--- src/rtl/dense_pkg.sv ---
// Shared types and constants for the dense-layer sequencer: FSM states,
// fixed-point geometry and the three layer configurations of the network.
package dense_pkg;

  localparam int FIXED    = 32;
  localparam int FRAC     = 16;
  localparam int SCALE_SH = 8;
  localparam int ADDR_W   = 12;
  localparam int XADDR_W  = 7;
  localparam int NW       = 7;
  // Wide enough for 96 full-scale products plus the bias without overflow.
  localparam int ACC_W    = 2 * FIXED + NW;

  typedef enum logic [2:0] {
    IDLE,
    BIAS,
    MAC,
    DRAIN,
    SCALE,
    OUT,
    FIN
  } state_e;

  typedef struct packed {
    logic [NW-1:0]     nb_input;
    logic [NW-1:0]     nb_neurons;
    logic [NW-1:0]     stride;
    logic [ADDR_W-1:0] w_base;
    logic [ADDR_W-1:0] b_base;
  } layer_cfg_t;

  // Parameter memory map: each layer's biases directly precede its weights.
  localparam layer_cfg_t DENSE1_CFG = '{nb_input: 7'd42, nb_neurons: 7'd24, stride: 7'd24,
                                        w_base: 12'd24,   b_base: 12'd0};
  localparam layer_cfg_t DENSE2_CFG = '{nb_input: 7'd24, nb_neurons: 7'd1,  stride: 7'd1,
                                        w_base: 12'd1033, b_base: 12'd1032};
  localparam layer_cfg_t DENSE3_CFG = '{nb_input: 7'd96, nb_neurons: 7'd22, stride: 7'd22,
                                        w_base: 12'd1079, b_base: 12'd1057};

endpackage

--- src/rtl/dense_mac_acc.sv ---
// Signed multiply-accumulate datapath with bias load and 1/256 scaling.
// Build option: DENSE_SEQ_SATURATE_EN clamps the scaled result instead of wrapping.
module dense_mac_acc
  import dense_pkg::*;
(
  input  logic             clk,
  input  logic             rst_n,
  input  logic             load_bias_i,
  input  logic             acc_en_i,
  input  logic [FIXED-1:0] param_data_i,
  input  logic [FIXED-1:0] x_data_i,
  output logic [FIXED-1:0] result_o
);

  logic signed [ACC_W-1:0]   acc_q, acc_d;
  logic signed [2*FIXED-1:0] prod;

  assign prod = $signed(param_data_i) * $signed(x_data_i);

  // NOTE: every combinational output gets a default first so no path leaves it
  // unassigned, which would otherwise infer a latch.
  always_comb begin
    acc_d = acc_q;
    if (load_bias_i) begin
      acc_d = ACC_W'($signed(param_data_i)) <<< FRAC;
    end else if (acc_en_i) begin
      acc_d = acc_q + ACC_W'(prod);
    end
  end

  // NOTE: sequential state uses non-blocking assignments so all registers
  // update together at the edge, independent of process order.
  always_ff @(posedge clk or negedge rst_n) begin
    if (!rst_n) begin
      acc_q <= '0;
    end else begin
      acc_q <= acc_d;
    end
  end

`ifdef DENSE_SEQ_SATURATE_EN
  localparam logic signed [ACC_W-1:0] SAT_MAX = ACC_W'({1'b0, {(FIXED-1){1'b1}}});
  localparam logic signed [ACC_W-1:0] SAT_MIN = ~SAT_MAX;

  logic signed [ACC_W-1:0] scaled;
  assign scaled = acc_q >>> SCALE_SH;

  always_comb begin
    if (scaled > SAT_MAX) begin
      result_o = SAT_MAX[FIXED-1:0];
    end else if (scaled < SAT_MIN) begin
      result_o = SAT_MIN[FIXED-1:0];
    end else begin
      result_o = scaled[FIXED-1:0];
    end
  end
`else
  assign result_o = FIXED'(acc_q >>> SCALE_SH);
`endif

endmodule

--- src/rtl/dense_layer_sequencer.sv ---
// Restartable controller that walks one dense layer neuron by neuron over a shared
// parameter memory. Build option: DENSE_SEQ_SATURATE_EN (see dense_mac_acc).
module dense_layer_sequencer
  import dense_pkg::*;
(
  input  logic               clk,
  input  logic               rst_n,
  input  logic               start,
  input  logic [NW-1:0]      cfg_nb_input,
  input  logic [NW-1:0]      cfg_nb_neurons,
  input  logic [NW-1:0]      cfg_stride,
  input  logic [ADDR_W-1:0]  cfg_w_base,
  input  logic [ADDR_W-1:0]  cfg_b_base,
  output logic               param_rd,
  output logic [ADDR_W-1:0]  param_addr,
  input  logic [FIXED-1:0]   param_data,
  output logic               x_rd,
  output logic [XADDR_W-1:0] x_addr,
  input  logic [FIXED-1:0]   x_data,
  output logic               out_valid,
  input  logic               out_ready,
  output logic [FIXED-1:0]   out_data,
  output logic [NW-1:0]      out_idx,
  output logic               busy,
  output logic               done
);

  state_e            state_q, state_d;
  layer_cfg_t        cfg_q, cfg_d;
  logic [NW-1:0]     i_q, i_d;
  logic [NW-1:0]     j_q, j_d;
  logic              out_valid_q, out_valid_d;
  logic [FIXED-1:0]  out_data_q, out_data_d;
  logic [NW-1:0]     out_idx_q, out_idx_d;
  logic              done_q;

  logic              load_bias, acc_en;
  logic [FIXED-1:0]  mac_result;
  logic [ADDR_W-1:0] w_addr;
  logic              i_last, j_last;

  // Weights are stored input-major: row j holds one weight per neuron.
  assign w_addr = cfg_q.w_base + ADDR_W'(j_q) * ADDR_W'(cfg_q.stride) + ADDR_W'(i_q);
  assign i_last = (i_q == cfg_q.nb_neurons - NW'(1));
  assign j_last = (j_q == cfg_q.nb_input - NW'(1));

  always_comb begin
    state_d     = state_q;
    cfg_d       = cfg_q;
    i_d         = i_q;
    j_d         = j_q;
    out_valid_d = out_valid_q;
    out_data_d  = out_data_q;
    out_idx_d   = out_idx_q;
    param_rd    = 1'b0;
    param_addr  = '0;
    x_rd        = 1'b0;
    x_addr      = '0;
    load_bias   = 1'b0;
    acc_en      = 1'b0;

    unique case (state_q)
      IDLE: begin
        if (start) begin
          cfg_d   = '{nb_input: cfg_nb_input, nb_neurons: cfg_nb_neurons, stride: cfg_stride,
                      w_base: cfg_w_base, b_base: cfg_b_base};
          i_d     = '0;
          state_d = (cfg_nb_neurons == '0) ? FIN : BIAS;
        end
      end
      BIAS: begin
        param_rd   = 1'b1;
        param_addr = cfg_q.b_base + ADDR_W'(i_q);
        j_d        = '0;
        state_d    = (cfg_q.nb_input == '0) ? DRAIN : MAC;
      end
      MAC: begin
        param_rd   = 1'b1;
        param_addr = w_addr;
        x_rd       = 1'b1;
        x_addr     = XADDR_W'(j_q);
        // Memory data lags the address by one cycle: bias first, then products.
        load_bias  = (j_q == '0);
        acc_en     = (j_q != '0);
        if (j_last) begin
          state_d = DRAIN;
        end else begin
          j_d = j_q + NW'(1);
        end
      end
      DRAIN: begin
        load_bias = (cfg_q.nb_input == '0);
        acc_en    = (cfg_q.nb_input != '0);
        state_d   = SCALE;
      end
      SCALE: begin
        out_valid_d = 1'b1;
        out_data_d  = mac_result;
        out_idx_d   = i_q;
        state_d     = OUT;
      end
      OUT: begin
        if (out_ready) begin
          out_valid_d = 1'b0;
          if (i_last) begin
            state_d = FIN;
          end else begin
            i_d     = i_q + NW'(1);
            state_d = BIAS;
          end
        end
      end
      FIN: begin
        state_d = IDLE;
      end
      default: begin
        state_d = IDLE;
      end
    endcase
  end

  always_ff @(posedge clk or negedge rst_n) begin
    if (!rst_n) begin
      state_q     <= IDLE;
      cfg_q       <= '0;
      i_q         <= '0;
      j_q         <= '0;
      out_valid_q <= 1'b0;
      out_data_q  <= '0;
      out_idx_q   <= '0;
      done_q      <= 1'b0;
    end else begin
      state_q     <= state_d;
      cfg_q       <= cfg_d;
      i_q         <= i_d;
      j_q         <= j_d;
      out_valid_q <= out_valid_d;
      out_data_q  <= out_data_d;
      out_idx_q   <= out_idx_d;
      done_q      <= (state_q == FIN);
    end
  end

  dense_mac_acc u_mac (
    .clk          (clk),
    .rst_n        (rst_n),
    .load_bias_i  (load_bias),
    .acc_en_i     (acc_en),
    .param_data_i (param_data),
    .x_data_i     (x_data),
    .result_o     (mac_result)
  );

  assign out_valid = out_valid_q;
  assign out_data  = out_data_q;
  assign out_idx   = out_idx_q;
  assign done      = done_q;
  assign busy      = (state_q != IDLE) && (state_q != FIN);

endmodule
--- config.mk ---
export PLATFORM = sky130hd
export DESIGN_NAME = dense_layer_sequencer
export DESIGN_NICKNAME = d
export VERILOG_FILES = /design/src/rtl/dense_pkg.sv /design/src/rtl/dense_mac_acc.sv /design/src/rtl/dense_layer_sequencer.sv
export SDC_FILE = /design/constraint.sdc
export NUM_CORES = 2
export LEC_CHECK = 0
export ABC_AREA = 1
export CORE_AREA = 2 2 233 258
export DETAILED_ROUTE_END_ITERATION = 8
export DIE_AREA = 0 0 235 260
export HOLD_SLACK_MARGIN = 0.02
export PLACE_DENSITY = 0.79
export REMOVE_ABC_BUFFERS = 1
export SLEW_MARGIN = 25
export SYNTH_ARGS = -nofsm -noshare
export SYNTH_HDL_FRONTEND = slang
export SYNTH_SLANG_ARGS = --single-unit
--- constraint.sdc ---
create_clock -name clk -period 8 [get_ports clk]
set_input_delay 1.6 -clock clk [delete_from_list [all_inputs] [get_ports clk]]
set_output_delay 1.6 -clock clk [all_outputs]
set_load 0.005 [all_outputs]
; ---- Word-level counts from Yosys, hierarchy flattened
; Cells that the tools add are included.
[word_totals]
ram_bits = 0
ff_bits = 174
memories = 0
input_bits = 113
mem_bits_ro = 0
out_inout_bits = 63
elab_cells = 78
latchBits = 0
[op_classes]
n_mul = 2
reduce_logical = 18
n_div = 0
bitwise_logic = 0
muxes = 23
n_shift = 0
eq_ne = 14
n_addsub = 8
n_lt_le_gt_ge = 0
[ops]
columns = cell, count
row1 = 71-bit 2-to-1 mux, 2
row2 = 71-bit by 64-bit adder with 71-bit output, 1
row3 = 32-bit by 32-bit multiplier with 64-bit output, 1
row4 = 7-bit 2-to-1 mux, 5
row5 = 7-bit case mux with 2 select lines, 2
row6 = 12-bit by 7-bit adder with 12-bit output, 2
row7 = 12-bit case mux with 2 select lines, 1
row8 = 7-bit zero test, 3
row9 = 3-bit case mux with 6 select lines, 1
row10 = 3-bit 2-to-1 mux, 5
row11 = "7-bit by 1-bit adder with 7-bit output, second input constant", 2
row12 = 7-bit == test, 2
row13 = 7-bit nonzero test, 2
row14 = "7-bit by 1-bit subtractor with 7-bit output, second input constant", 2
row15 = 12-bit adder, 1
row16 = 7-bit by 7-bit multiplier with 12-bit output, 1
row17 = "2-bit != test, second input constant", 5
row18 = "3-bit == test, second input constant", 3
row19 = 2-bit nonzero test, 4
row20 = "3-bit by 2-bit == test with 1-bit output, second input constant", 2
row21 = 1-bit case mux with 2 select lines, 3
row22 = 2-bit AND reduction, 3
row23 = 1-bit 2-to-1 mux, 4
row24 = 4-bit AND reduction, 1
row25 = 7 further kinds, 7

; ---- Longest topological paths before layout
[logic_depth]
ltp_word = 5
mapped_depth = 36
mapped_depth_nobuf = 34

; ---- Cells and area by module
; A second synthesis with hierarchy kept.
[unflattened]
cells_unflattened = 4635
area_unflattened_um2 = 35551.6
[modules_own_cells]
columns = mod, cells_each, seq_area_each_um2, area_each_um2, n_inst
row1 = dense_mac_acc, 3719, 1001.0, 28244.6, 1
row2 = dense_layer_sequencer, 916, 2577.5, 7307.0, 1

; ---- Worst setup path after synthesis
; Ideal clock, no wire load.
[synth_timing]
path_type = input-to-reg
start = in param_data[20]
end = reg u_mac.acc_q[39]
path_stages = 28
slack_ps = 129
setup_ps = 116
arrival_time_ps = 7754
required_ps = 7884
cell_sequence = clkbuf_1 buf_1 nand2_1 fa_1 inv_1 fa_1 inv_1 fa_1 inv_1 fa_1 fa_1 fa_1 fa_1 inv_1 fa_1 inv_1 ha_1 nand2_1 nor2_1 inv_1 nor4_1 o21ai_0 nand3_1 inv_1 nand3_1 nand3_1 nand2_1 nand2_1
[synth_via]
elab_chain_len = 4
[synth_rtl]
columns = element, line_no
row1 = "start, declared", dense_layer_sequencer.sv:16  ; input logic [FIXED-1:0] param_data,
row2 = 32-bit by 32-bit multiplier with 64-bit output, dense_mac_acc.sv:18  ; assign prod = $signed(param_data_i) * $signed(x_data_i);
row3 = 71-bit by 64-bit adder with 71-bit output, dense_mac_acc.sv:27  ; acc_d = acc_q + ACC_W'(prod);
row4 = 71-bit 2-to-1 mux, dense_mac_acc.sv:26  ; end else if (acc_en_i) begin
row5 = 71-bit 2-to-1 mux, dense_mac_acc.sv:24  ; if (load_bias_i) begin
row6 = "end signal, assigned", dense_mac_acc.sv:35  ; acc_q <= '0;
row7 = "end signal, assigned", dense_mac_acc.sv:37  ; acc_q <= acc_d;
row8 = "end, declared", dense_mac_acc.sv:15  ; logic signed [ACC_W-1:0] acc_q, acc_d;
; Every way passes these cells. The select of a mux whose other input is x is not followed.
; A chain may end at the register's enable or synchronous reset.

; ---- Worst setup path after layout
[layout_timing]
start = in x_data[13]
end = reg u_mac.acc_q[23]
[layout_via]
elab_chain_len = 4
[layout_rtl]
columns = element, line_no
row1 = "start, declared", dense_layer_sequencer.sv:19  ; input logic [FIXED-1:0] x_data,
row2 = 32-bit by 32-bit multiplier with 64-bit output, dense_mac_acc.sv:18
row3 = 71-bit by 64-bit adder with 71-bit output, dense_mac_acc.sv:27
row4 = 71-bit 2-to-1 mux, dense_mac_acc.sv:26
row5 = 71-bit 2-to-1 mux, dense_mac_acc.sv:24
; Every way passes these cells. The select of a mux whose other input is x is not followed.

==> impl_metrics.json <==
{
  "synthesis.area_mm2": 0.03484,
  "path_buf_inv": 13,
  "relSlewSlack_pct": 28.74,
  "route.vias.total": 31590,
  "final_hold_viol_count": 0,
  "antenna_found_initial": 5,
  "cts_num_sinks": 143,
  "numCtsBuffers": 17,
  "yosys_warnings": 0,
  "dieWidth_um": 235,
  "reg2reg_depth": 22,
  "post-route-util_pct": 74.34,
  "rsz0062_at_grt": "yes",
  "layout_commonest_cell": "inv_1",
  "dp.final_hpwl_mm": 82.38,
  "crit_family": "adder cells",
  "clock_skew_ps": 10.85,
  "remaining_drc_errors": 22,
  "place_worst_setup_slack_ps": -939.5,
  "rrSetupSlack_ps": 1270,
  "async_reset_ff_share_pct": 100.0,
  "rows": 93,
  "register_area_mm2": 0.003578,
  "endpoint_kind": "flip-flop",
  "clk_latency_ps": 460,
  "finalSetupTns_ps": -282.2,
  "critPathLaunchType": "input port",
  "ctsHoldBuffers": 0,
  "placed_area_mm2": 0.04053,
  "endpoint": "u_mac.acc_q[23]",
  "antenna_left": 0,
  "drv_cap": 0,
  "fp.dieH_um": 260,
  "synth_cell_types": 54,
  "syn_inst": 4522,
  "cpPeakStageDelay_ps": 580,
  "wl_mm": 119.1,
  "boundaryPins": 176,
  "startpoint": "x_data[13]",
  "layout_setup_ws_ps": -114.7,
  "grt_pass1_wl_mm": 164.1,
  "multi_input_area_mm2": 0.02597,
  "cts_max_level": 4,
  "routedWlPerCell_um": 20.69,
  "ys.flop_type": "dfrtp_1",
  "die-area_mm2": 0.06110,
  "grt_pass1_vias": 32030,
  "violations": "DRC, setup timing",
  "finalCritPeriodShare_pct": 101.4,
  "drt-initial-drc-count": 3154,
  "cp_max_fo": 6,
  "drive_above_1_share_pct": 15.59,
  "hold_path.class": "flip-flop to flip-flop",
  "fmax_ghz": 0.1232,
  "tightest_slew_ps": 1066,
  "grt.overflow.total": 0,
  "crit_type": "input port to flip-flop",
  "clk_pin_slew_ps": 70,
  "clk_path_buf_depth": 2,
  "cts_tree": "done",
  "synth-seq-area-share_pct": 10.27,
  "synth-seq-cells": 143,
  "place_congestion": 0.9553,
  "cts_root_buf": "clkbuf_16",
  "fill_cells": 3958,
  "synth-edff-count": 0,
  "firstDrtPassIters": 9,
  "nets": 6020,
  "postSynthAreaPerCell_um2": 7.704,
  "reg2reg_from": "u_mac.acc_q[23]",
  "critPathArrivalTime_ps": 8420,
  "status": "finished with violations",
  "core_mm2": 0.05830,
  "synthToLayoutAreaGrowth_pct": 24.39,
  "cp.depth": 31,
  "mostFrequentLayoutCells": "inv_1 (1,366), nand2_1 (1,196), fa_1 (687), buf_4 (317), ha_1 (175)",
  "start_util_pct": 59.76,
  "report.final.slew_viol_count": 0,
  "finalCriticalPeriod_ps": 8115,
  "grt.total_usage_pct": 34.40,
  "setup_violations": 8,
  "reg2reg_to": "u_mac.acc_q[25]",
  "cp.required_ps": 8300,
  "grt_max_degree": 78,
  "cpMaxStageDelayCell": "fa_1",
  "final_cell_area_mm2": 0.04334,
  "via_per_inst": 5.488,
  "portBuffers": 175
}
-- sequential cells by signal (all words and copies together) (netlist names) --
register     flops
out_idx          7
done             1
cfg_q           45
u_mac.acc_q     40
i_q              7
state_q          3
out_valid        1
j_q              7
out_data        32
-- worst reg2reg max path, cell delays in order (launching register included) --
cell and delay (ps):
dfrtp_1 370, inv_1 330, fa_1 520, fa_1 470, fa_1 520, fa_1 560, inv_1 70, fa_1 500
fa_2 520, fa_1 500, inv_1 70, fa_1 540, inv_2 60, ha_4 270, buf_4 140, a31oi_1 170
buf_4 150, o21ai_1 80, nand3b_1 240, buf_4 180, xor2_1 130, o21ai_1 120, o21ai_1 80
-- cell type report --
class,count,share of cell area (%)
tap,760,2.194
inverter,1428,12.37
clock buffer,18,1.013
sequential,143,8.257
clock inverter,14,0.3869
antenna,5,0.02887
multi-input combinational,2753,59.93
timing repair buffer,635,15.82
-- stage by stage --
step | cells | hold WS, ps
detailed placement | 5633 | 461.9
global placement | 5633 | 457.1
finish | 5756 | 478.3
floorplan | 4324 | 448.3
CTS | 5679 | 482.3
global route | 5752 | 507.9
-- synth_stat cells (3+ instances only) --
| library cell | instances | share of area (%) |
|---|---|---|
| a21o_1 | 8 | 0.17 |
| a21oi_1 | 72 | 1.0 |
| a21oi_2 | 5 | 0.13 |
| a31oi_1 | 10 | 0.18 |
| buf_1 | 17 | 0.18 |
| buf_2 | 19 | 0.27 |
| buf_4 | 6 | 0.13 |
| clkbuf_1 | 153 | 1.6 |
| dfrtp_1 | 143 | 10 |
| fa_1 | 727 | 42 |
| ha_1 | 202 | 7.3 |
| inv_1 | 1409 | 15 |
| inv_2 | 18 | 0.19 |
| nand2_1 | 1223 | 13 |
| nand2_2 | 12 | 0.22 |
| nand3_1 | 83 | 1.2 |
| nand3b_1 | 16 | 0.34 |
| nand4_1 | 6 | 0.11 |
| nor2_1 | 107 | 1.2 |
| nor2_2 | 4 | 0.072 |
| nor3_1 | 11 | 0.16 |
| nor3_2 | 4 | 0.11 |
| nor4_1 | 3 | 0.054 |
| o211ai_1 | 6 | 0.13 |
| o21a_1 | 3 | 0.065 |
| o21ai_0 | 115 | 1.7 |
| o21ai_1 | 27 | 0.39 |
| o21bai_1 | 4 | 0.086 |
| o221ai_1 | 3 | 0.075 |
| o22ai_1 | 18 | 0.32 |
| or2_2 | 4 | 0.072 |
| xnor2_1 | 22 | 0.55 |
| xor2_1 | 33 | 0.83 |
-- worst min-delay path by stage --
stage / startpoint / to / depth (start not counted)
floorplan: cfg_q[0] / cfg_q[0] / 2
global placement: out_data[31] / out_data[31] / 2
detailed placement: out_data[31] / out_data[31] / 2
CTS: cfg_q[20] / cfg_q[20] / 2
global route: out_data[4] / out_data[4] / 2
finish: cfg_q[20] / cfg_q[20] / 2
-- logic make-up after synthesis --
kind of cell | count (synthesis) | synth area share (%)
buffers and inverters | 1626 | 17.70
adders and majority gates | 929 | 49.03
AOI/OAI and AO/OA | 286 | 4.662
and+or+nand+nor | 1483 | 16.96
DFF | 143 | 10.27
xor gates and xnor gates | 55 | 1.383
-- per-layer routing --
layer	part of all wire (%)	global-route usage [%]	vias to the layer above	routed length, um
li1	-	-	13610	-
met1	33	41.95	15200	38760
met2	46	58.61	2068	54940
met3	12	5.965	719	14120
met4	9.4	18.62	2	11250
met5	0.015	0	-	18
-- what timing repair did --
item,in CTS,in global routing
setup endpoints to repair,25,26
resized for setup,86,317
buffers inserted,12,51
pin swaps,23,162
cloned,2,21
Power is left out: the tool's default activity adds up to more than one toggle a clock period on the data nets, which glitch-free logic cannot reach.
